$ cat src/rtl/seg7_pkg.sv
// Shared constants for the 7-segment scanner: the hex glyph table (ABCDEFG,
// bit6 = A .. bit0 = G, active-high) and a decode helper.
package seg7_pkg;

  localparam logic [6:0] SEG_BLANK = 7'b0000000;

  localparam logic [6:0] SEG_HEX_0 = 7'b1111110;
  localparam logic [6:0] SEG_HEX_1 = 7'b0110000;
  localparam logic [6:0] SEG_HEX_2 = 7'b1101101;
  localparam logic [6:0] SEG_HEX_3 = 7'b1111001;
  localparam logic [6:0] SEG_HEX_4 = 7'b0110011;
  localparam logic [6:0] SEG_HEX_5 = 7'b1011011;
  localparam logic [6:0] SEG_HEX_6 = 7'b1011111;
  localparam logic [6:0] SEG_HEX_7 = 7'b1110000;
  localparam logic [6:0] SEG_HEX_8 = 7'b1111111;
  localparam logic [6:0] SEG_HEX_9 = 7'b1111011;
  localparam logic [6:0] SEG_HEX_A = 7'b1110111;
  localparam logic [6:0] SEG_HEX_B = 7'b0011111;
  localparam logic [6:0] SEG_HEX_C = 7'b1001110;
  localparam logic [6:0] SEG_HEX_D = 7'b0111101;
  localparam logic [6:0] SEG_HEX_E = 7'b1001111;
  localparam logic [6:0] SEG_HEX_F = 7'b1000111;

  // Nibble to active-high segment pattern.
  function automatic logic [6:0] hex_to_seg(input logic [3:0] nibble);
    logic [6:0] pattern;
    pattern = SEG_BLANK;
    case (nibble)
      4'h0: pattern = SEG_HEX_0;
      4'h1: pattern = SEG_HEX_1;
      4'h2: pattern = SEG_HEX_2;
      4'h3: pattern = SEG_HEX_3;
      4'h4: pattern = SEG_HEX_4;
      4'h5: pattern = SEG_HEX_5;
      4'h6: pattern = SEG_HEX_6;
      4'h7: pattern = SEG_HEX_7;
      4'h8: pattern = SEG_HEX_8;
      4'h9: pattern = SEG_HEX_9;
      4'hA: pattern = SEG_HEX_A;
      4'hB: pattern = SEG_HEX_B;
      4'hC: pattern = SEG_HEX_C;
      4'hD: pattern = SEG_HEX_D;
      4'hE: pattern = SEG_HEX_E;
      4'hF: pattern = SEG_HEX_F;
      default: pattern = SEG_BLANK;
    endcase
    return pattern;
  endfunction

endpackage

$ cat src/rtl/seg7_scan_driver_if.sv
// Bundle between a status-register source (master) and the display
// scanner (slave): display content/controls in, display pin drive out.
interface seg7_scan_driver_if #(
  parameter int NUM_DIGITS = 4
);
  logic [4*NUM_DIGITS-1:0] data_in;
  logic [NUM_DIGITS-1:0]   dp_in;
  logic [NUM_DIGITS-1:0]   digit_en;
  logic                    lz_blank;
  logic [3:0]              brightness;
  logic [6:0]              seg;
  logic                    dp;
  logic [NUM_DIGITS-1:0]   an;
  logic                    frame_start;

  modport master (
    output data_in, dp_in, digit_en, lz_blank, brightness,
    input  seg, dp, an, frame_start
  );

  modport slave (
    input  data_in, dp_in, digit_en, lz_blank, brightness,
    output seg, dp, an, frame_start
  );
endinterface

$ cat src/rtl/seg7_hex_decode.sv
// Combinational hex-nibble to 7-segment (active-high ABCDEFG) decoder.
module seg7_hex_decode
  import seg7_pkg::*;
(
  input  logic [3:0] nibble_i,
  output logic [6:0] seg_o
);

  assign seg_o = hex_to_seg(nibble_i);

endmodule

$ cat src/rtl/seg7_scan_driver.sv
// Multiplexed 7-segment scanner: per-digit time slots with an anti-ghost
// blank window, 16-level PWM, leading-zero blanking and a per-frame input
// snapshot so that a digit never shows a mix of old and new values.
module seg7_scan_driver
  import seg7_pkg::*;
#(
  parameter int NUM_DIGITS     = 4,
  parameter int PRESCALE       = 1024,
  parameter int BLANK_CYCLES   = 32,
  parameter int SEG_ACTIVE_LOW = 0,
  parameter int AN_ACTIVE_LOW  = 1
) (
  input logic          clk,
  input logic          rst,
  seg7_scan_driver_if.slave bus
);

  localparam int CW   = (PRESCALE > 1) ? $clog2(PRESCALE) : 1;
  localparam int DW   = (NUM_DIGITS > 1) ? $clog2(NUM_DIGITS) : 1;
  localparam int STEP = (PRESCALE - BLANK_CYCLES) / 16;
  // One spare bit keeps STEP*16 representable even with no blank window.
  localparam int PW   = CW + 1;

  localparam logic [CW-1:0] CNT_LAST = CW'(PRESCALE - 1);
  localparam logic [DW-1:0] DIG_LAST = DW'(NUM_DIGITS - 1);
  localparam logic [PW-1:0] BLANK_P  = PW'(BLANK_CYCLES);
  localparam logic [PW-1:0] STEP_P   = PW'(STEP);

  // Scan position
  logic [CW-1:0] cnt_q, cnt_d;
  logic [DW-1:0] dig_q, dig_d;

  // Frame snapshot of the inputs
  logic [4*NUM_DIGITS-1:0] data_q, data_d;
  logic [NUM_DIGITS-1:0]   dp_q, dp_d;
  logic [NUM_DIGITS-1:0]   en_q, en_d;
  logic                    lz_q, lz_d;
  logic [3:0]              bri_q, bri_d;

  // Registered pin drive (active-high internally)
  logic                  frame_start_q;
  logic [NUM_DIGITS-1:0] an_q, an_d;
  logic [6:0]            seg_q, seg_d;
  logic                  dp_out_q, dp_out_d;

  logic                  snap;
  logic [NUM_DIGITS:1]   zero_from;
  logic [NUM_DIGITS-1:0] blanked;
  logic [3:0]            nibble;
  logic [6:0]            pattern;
  logic [PW-1:0]         rel, limit;
  logic                  in_window;
  logic                  digit_on;

  assign snap = (cnt_q == '0) && (dig_q == '0);

  // Slot counter wraps at PRESCALE-1 and steps the digit index.
  // NOTE: every signal written in an always_comb gets a default first, so no path leaves it unassigned and no latch is inferred.
  always_comb begin
    cnt_d = cnt_q + CW'(1);
    dig_d = dig_q;
    if (cnt_q == CNT_LAST) begin
      cnt_d = '0;
      dig_d = (dig_q == DIG_LAST) ? '0 : dig_q + DW'(1);
    end
  end

  // Capture all display inputs once per frame, at the start of digit 0.
  // The downstream logic uses the _d values so the capture cycle already
  // sees the new frame.
  always_comb begin
    data_d = data_q;
    dp_d   = dp_q;
    en_d   = en_q;
    lz_d   = lz_q;
    bri_d  = bri_q;
    if (snap) begin
      data_d = bus.data_in;
      dp_d   = bus.dp_in;
      en_d   = bus.digit_en;
      lz_d   = bus.lz_blank;
      bri_d  = bus.brightness;
    end
  end

  // Leading-zero blanking: digit k goes dark when it and every digit above
  // it are zero with no decimal point; digit 0 always shows.
  always_comb begin
    zero_from = '0;
    blanked   = '0;
    for (int k = NUM_DIGITS - 1; k >= 1; k--) begin
      if (k == NUM_DIGITS - 1) begin
        zero_from[k] = (data_d[4*k +: 4] == 4'h0) && !dp_d[k];
      end else begin
        zero_from[k] = zero_from[k+1] && (data_d[4*k +: 4] == 4'h0) && !dp_d[k];
      end
      blanked[k] = lz_d && zero_from[k];
    end
  end

  assign nibble = data_d[{dig_q, 2'b00} +: 4];

  seg7_hex_decode u_decode (
    .nibble_i (nibble),
    .seg_o    (pattern)
  );

  // PWM window: on from BLANK_CYCLES for STEP*(brightness+1) cycles.
  always_comb begin
    rel       = PW'(cnt_q) - BLANK_P;
    limit     = STEP_P * (PW'(bri_d) + PW'(1));
    in_window = (PW'(cnt_q) >= BLANK_P) && (rel < limit);
    digit_on  = en_d[dig_q] && !blanked[dig_q] && in_window;
  end

  // Next pin drive: the selected digit when lit, otherwise everything dark.
  always_comb begin
    an_d     = '0;
    seg_d    = SEG_BLANK;
    dp_out_d = 1'b0;
    if (digit_on) begin
      an_d[dig_q] = 1'b1;
      seg_d       = pattern;
      dp_out_d    = dp_d[dig_q];
    end
  end

  // State and output registers; reset darkens the display immediately.
  // NOTE: sequential state uses non-blocking assignments so every flop samples pre-edge values regardless of statement order.
  always_ff @(posedge clk or posedge rst) begin
    if (rst) begin
      cnt_q         <= '0;
      dig_q         <= '0;
      // NOTE: the shadow registers are reset even though the first clock overwrites them, so no X can reach the pins.
      data_q        <= '0;
      dp_q          <= '0;
      en_q          <= '0;
      lz_q          <= 1'b0;
      bri_q         <= '0;
      frame_start_q <= 1'b0;
      an_q          <= '0;
      seg_q         <= SEG_BLANK;
      dp_out_q      <= 1'b0;
    end else begin
      cnt_q         <= cnt_d;
      dig_q         <= dig_d;
      data_q        <= data_d;
      dp_q          <= dp_d;
      en_q          <= en_d;
      lz_q          <= lz_d;
      bri_q         <= bri_d;
      frame_start_q <= snap;
      an_q          <= an_d;
      seg_q         <= seg_d;
      dp_out_q      <= dp_out_d;
    end
  end

  // Pin polarity is applied after the registers.
  assign bus.an          = (AN_ACTIVE_LOW != 0)  ? ~an_q     : an_q;
  assign bus.seg         = (SEG_ACTIVE_LOW != 0) ? ~seg_q    : seg_q;
  assign bus.dp          = (SEG_ACTIVE_LOW != 0) ? ~dp_out_q : dp_out_q;
  assign bus.frame_start = frame_start_q;

endmodule

$ cat src/flat_wrapper.sv
// flat-port wrapper written by rule: the top's interface ports become plain ports
module seg7_scan_driver_flat import seg7_pkg::*;
#(
  parameter int NUM_DIGITS     = 4,
  parameter int PRESCALE       = 1024,
  parameter int BLANK_CYCLES   = 32,
  parameter int SEG_ACTIVE_LOW = 0,
  parameter int AN_ACTIVE_LOW  = 1
)
  (clk, rst, bus_data_in, bus_dp_in, bus_digit_en, bus_lz_blank, bus_brightness, bus_seg, bus_dp, bus_an, bus_frame_start);
  seg7_scan_driver_if #(.NUM_DIGITS(NUM_DIGITS)) bus_i ();
  input logic clk;
  input logic rst;
  input wire logic [$bits(bus_i.data_in)-1:0] bus_data_in;
  input wire logic [$bits(bus_i.dp_in)-1:0] bus_dp_in;
  input wire logic [$bits(bus_i.digit_en)-1:0] bus_digit_en;
  input wire logic [$bits(bus_i.lz_blank)-1:0] bus_lz_blank;
  input wire logic [$bits(bus_i.brightness)-1:0] bus_brightness;
  output wire logic [$bits(bus_i.seg)-1:0] bus_seg;
  output wire logic [$bits(bus_i.dp)-1:0] bus_dp;
  output wire logic [$bits(bus_i.an)-1:0] bus_an;
  output wire logic [$bits(bus_i.frame_start)-1:0] bus_frame_start;
  assign bus_i.data_in = bus_data_in;
  assign bus_i.dp_in = bus_dp_in;
  assign bus_i.digit_en = bus_digit_en;
  assign bus_i.lz_blank = bus_lz_blank;
  assign bus_i.brightness = bus_brightness;
  assign bus_seg = bus_i.seg;
  assign bus_dp = bus_i.dp;
  assign bus_an = bus_i.an;
  assign bus_frame_start = bus_i.frame_start;
  seg7_scan_driver #(.NUM_DIGITS(NUM_DIGITS), .PRESCALE(PRESCALE), .BLANK_CYCLES(BLANK_CYCLES), .SEG_ACTIVE_LOW(SEG_ACTIVE_LOW), .AN_ACTIVE_LOW(AN_ACTIVE_LOW)) u_core (.clk(clk), .rst(rst), .bus(bus_i));
endmodule
$ cat config.mk
export PLATFORM = sky130hd
export DESIGN_NAME = seg7_scan_driver_flat
export DESIGN_NICKNAME = d
export VERILOG_FILES = /design/src/rtl/seg7_pkg.sv /design/src/rtl/seg7_scan_driver_if.sv /design/src/rtl/seg7_hex_decode.sv /design/src/rtl/seg7_scan_driver.sv /design/src/flat_wrapper.sv
export SDC_FILE = /design/constraint.sdc
export NUM_CORES = 1
export LEC_CHECK = 0
export ABC_CLOCK_PERIOD_IN_PS = 6200
export CAP_MARGIN = 10
export CORE_MARGIN = 4
export CORE_UTILIZATION = 60
export CTS_BUF_LIST = sky130_fd_sc_hd__clkbuf_8
export DETAILED_ROUTE_END_ITERATION = 16
export DONT_BUFFER_PORTS = 1
export HOLD_SLACK_MARGIN = 0.12
export PLACE_DENSITY = 0.79
export SYNTH_ARGS = -nofsm -noshare
export SYNTH_HDL_FRONTEND = slang
export SYNTH_SLANG_ARGS = --single-unit
$ cat constraint.sdc
create_clock -name clk -period 6.2 [get_ports clk]
set_input_delay 0.62 -clock clk [delete_from_list [all_inputs] [get_ports clk]]
set_output_delay 0.62 -clock clk [all_outputs]
set_load 0.03 [all_outputs]
==> qor.yml <==
outcome:
  status: "finished clean"
final_layout:
  area_growth_pct: 11.8
  utilization_pct: 70.1
  seq_area_um2: 1350
  fin_cells: 497
  fillers: 447
  fin_nets: 495
  drive_gt1_share_pct: 17.6
  final_area_um2: 4200
  multi_input_area_um2: 2350
timing:
  fin_crit_ns: 6.02
  maxSlewHeadroom_pct: 54.1
  fmax_mhz: 166
  finalSetupTns_ns: 0
  tightestPinTransition_ns: 0.688
  period_share_pct: 97.2
  slew_viol_final: 0
  fin_skew_ns: 0.0100
  setup_viol: 0
  final_hold_viol_count: 0
detailed_routing:
  drtIter0Drc: 156
  via_count: 2840
  drtAntennaViolNets: 0
  drc: 0
  routed_wl_mm: 8.13
  routed_via_density: 5.71
  wl_per_cell_um: 16.4
  first_pass_iters: 4
global_route:
  grt_pass1_vias: 2888
  grt_start_max_net_pins: 55
  use_met1_pct: 31.5
  antenna_found_initial: 1
  grt.total_usage_pct: 22.5
  grt_util_met3_pct: 5.11
  grt_pass1_wl_mm: 13.6
  use_met2_pct: 35.5
  gr-total-overflow: 0
  globalRoute.busiestLayer: "met2"
hold_path:
  hold_class: "primary input to async pin"
clock_network:
  insertion_delay_ns: 0.31
  cts_buffers: 5
  clockBufferDepth: 2
  clk_pin_slew_ns: 0.10
  clock_sinks: 54
  htreeDepth: 2
  cts_root_buf: "clkbuf_8"
  cts_tree: "built"
setup_path:
  critPathMaxFanout: 5
  crit_path_start_kind: "flop"
  cp.arrival_ns: 6.25
  path_class: "flop to flop"
  required_ns: 6.43
  endpoint_kind: "flop"
die:
  core_region_area_um2: 5990
  die_h_um: 87.1
  start_util_pct: 62.7
  design.portCount: 44
  die_x_um: 87.1
  dieArea_um2: 7590
  num_rows: 28
job:
  drv_cap: 0
place:
  port_buffers: 0
  place_congestion: 0.885
  placed_cell_area_um2: 3950
  dp_hpwl_mm: 5.93
  dp_cells: 486
synthesis:
  syn-cell-area_um2: 3760
  synth.net_count: 475
  synth_top_flop_cell: "dfrtp_1"
  syn_area_per_cell_um2: 9.37
  synth_edf_count: 0
  yosysSeqAreaShare_pct: 36.0
  yosysWarnings: 0
  ys_types: 53
  async_reset_ff_share_pct: 100
  syn-instance-count: 401
  ys_seq_elements: 54
pwr:
  leakage_uw: 0.00205
  worst_ir_drop_vdd_mv: 0.125
  power.density_nw_per_um2: 191
[cells by family after synthesis]
| group | Yosys count | share of synthesized area (%) |
|---|---|---|
| buffers and inverters | 44 | 5.53 |
| adders and majority gates | 43 | 14.7 |
| and+or+nand+nor | 170 | 20.9 |
| muxes | 22 | 9.75 |
| AOI/OAI and AO/OA | 45 | 7.82 |
| xor gates and xnor gates | 23 | 5.36 |
| DFF | 54 | 36.0 |
[flip-flops by register name (all words and copies together) (netlist names), 2 cells and up]
| register | cells |
|---|---|
| u_core.an_q | 4 |
| u_core.data_q | 16 |
| u_core.en_q | 4 |
| u_core.dp_q | 4 |
| u_core.cnt_q | 10 |
| u_core.bus.seg | 7 |
| u_core.bri_q | 4 |
| u_core.dig_q | 2 |
[path summary, 6_finish.rpt]
kind                                            from                     endpoint  slack (ns)  depth (start not counted)
setup / recovery           u_core.cnt_q[5]$_DFF_PP0_  u_core.bus.seg[1]$_DFF_PP0_        0.18                         24
hold / removal                                   rst      u_core.bus.dp$_DFF_PP0_        0.36                          2
setup reg to reg           u_core.cnt_q[5]$_DFF_PP0_  u_core.bus.seg[1]$_DFF_PP0_        0.18                         24
hold reg to reg             u_core.en_q[3]$_DFF_PP0_     u_core.en_q[3]$_DFF_PP0_        0.48                          2
max in group asynchronous                        rst    u_core.cnt_q[4]$_DFF_PP0_        5.37                          2
min in group clk                      bus_data_in[2]   u_core.data_q[2]$_DFF_PP0_        0.41                          2
[metrics by stage]
stage | hold slack (ns) | total power, uW | setup WS, ns
global placement | 0.455 | 564 | 0.143
finish | 0.358 | 804 | 0.177
floorplan | 0.440 | 536 | 0.0222
detailed placement | 0.461 | 574 | -0.134
global route | 0.400 | 853 | -0.0837
CTS | 0.389 | 778 | 0.000489
[cells in the final DEF (no fill, tap or decap), drive strengths merged, types with 2 or more instances in the layout]
| cell type | n |
|---|---|
| a31oi | 4 |
| a211oi | 6 |
| nor4 | 4 |
| o21ai | 16 |
| nor3 | 6 |
| and3 | 5 |
| ha | 41 |
| nor2b | 4 |
| a21oi | 6 |
| clkbuf | 5 |
| a21o | 2 |
| xnor2 | 12 |
| nand3b | 2 |
| nor2 | 28 |
| or3 | 3 |
| mux2i | 7 |
| mux4 | 8 |
| nand2 | 91 |
| nand2b | 4 |
| and2 | 2 |
| xor2 | 11 |
| or4 | 4 |
| inv | 30 |
| buf | 27 |
| dfrtp | 54 |
| nor3b | 2 |
| clkinv | 2 |
| a21boi | 2 |
| and3b | 2 |
| fa | 2 |
| mux2 | 7 |
| nand4b | 2 |
| nand3 | 6 |
[area by class of cell]
type	count	share of cell area (%)
clock inverter	2	0.328
sequential	54	32.2
antenna	1	0.0596
tap	75	2.23
clock buffer	5	1.64
inverter	30	2.68
multi-input combinational	303	55.9
timing repair buffer	27	5.00
[what timing repair did]
action                                  CTS  global route
hold buffers                              0             0
buffers inserted                          2             1
endpoints found under the setup margin   12            12
pin swaps                                 4             8
gates resized for setup                   5            20
[Yosys cell counts (2+ instances only)]
cell type   n  area share (%)
inv_1      29             2.9
and3_1      5            0.83
a31oi_1     4            0.67
ha_1       41              14
clkbuf_1    6            0.60
buf_6       5             1.5
or3_1       3            0.50
and3b_1     2            0.47
nor2b_1     4            0.67
mux4_2      8             4.8
a21boi_0    2            0.40
nor4_1      4            0.67
nand2_1    91             9.1
xor2_1     11             2.6
or4_1       2            0.40
a21oi_1     6            0.80
nor3_1      6            0.80
and2_1      2            0.33
nand3_1     6            0.80
a21o_1      2            0.40
dfrtp_1    54              36
or4_4       2            0.60
nand2b_1    4            0.67
mux2_2      7             2.1
mux2i_1     4             1.1
a211oi_1    5             1.0
mux2i_4     3             1.8
nor3b_1     2            0.40
nand4b_1    2            0.47
fa_1        2             1.1
nand3b_1    2            0.40
nor2_1     28             2.8
o21ai_0    16             2.1
xnor2_1    12             2.8
[where the power goes]
part,switching (uW),leakage [uW],internal [uW]
Sequential,18.3,0.000659,367
Clock,117,0.0000444,78.4
Combinational,115,0.00135,108
Total,250,0.00205,553
[critical path, cell delays in order (launching register included)]
cell and delay [ns]:
dfrtp_1 0.39, or4_4 0.55, or4_4 0.54, inv_1 0.09, mux2_2 0.37, ha_4 0.19, xor2_4 0.19, ha_4 0.26
xor2_2 0.17, fa_1 0.53, ha_4 0.22, ha_4 0.17, nor3_4 0.18, a31oi_2 0.11, and2_4 0.20, o41ai_4 0.22
xnor2_1 0.14, ha_1 0.32, nand4_1 0.13, nor2_1 0.06, nor2_1 0.09, o311ai_1 0.11, a2111o_1 0.38, buf_6 0.16
a211oi_1 0.15
[layer usage]
metal	part of all wire, %	vias up
li1	-	1399
met1	46	1364
met2	47	66
met3	6.0	11
met4	1.6	0
met5	0	-
Note: power is estimated with default switching activity, not from simulation.
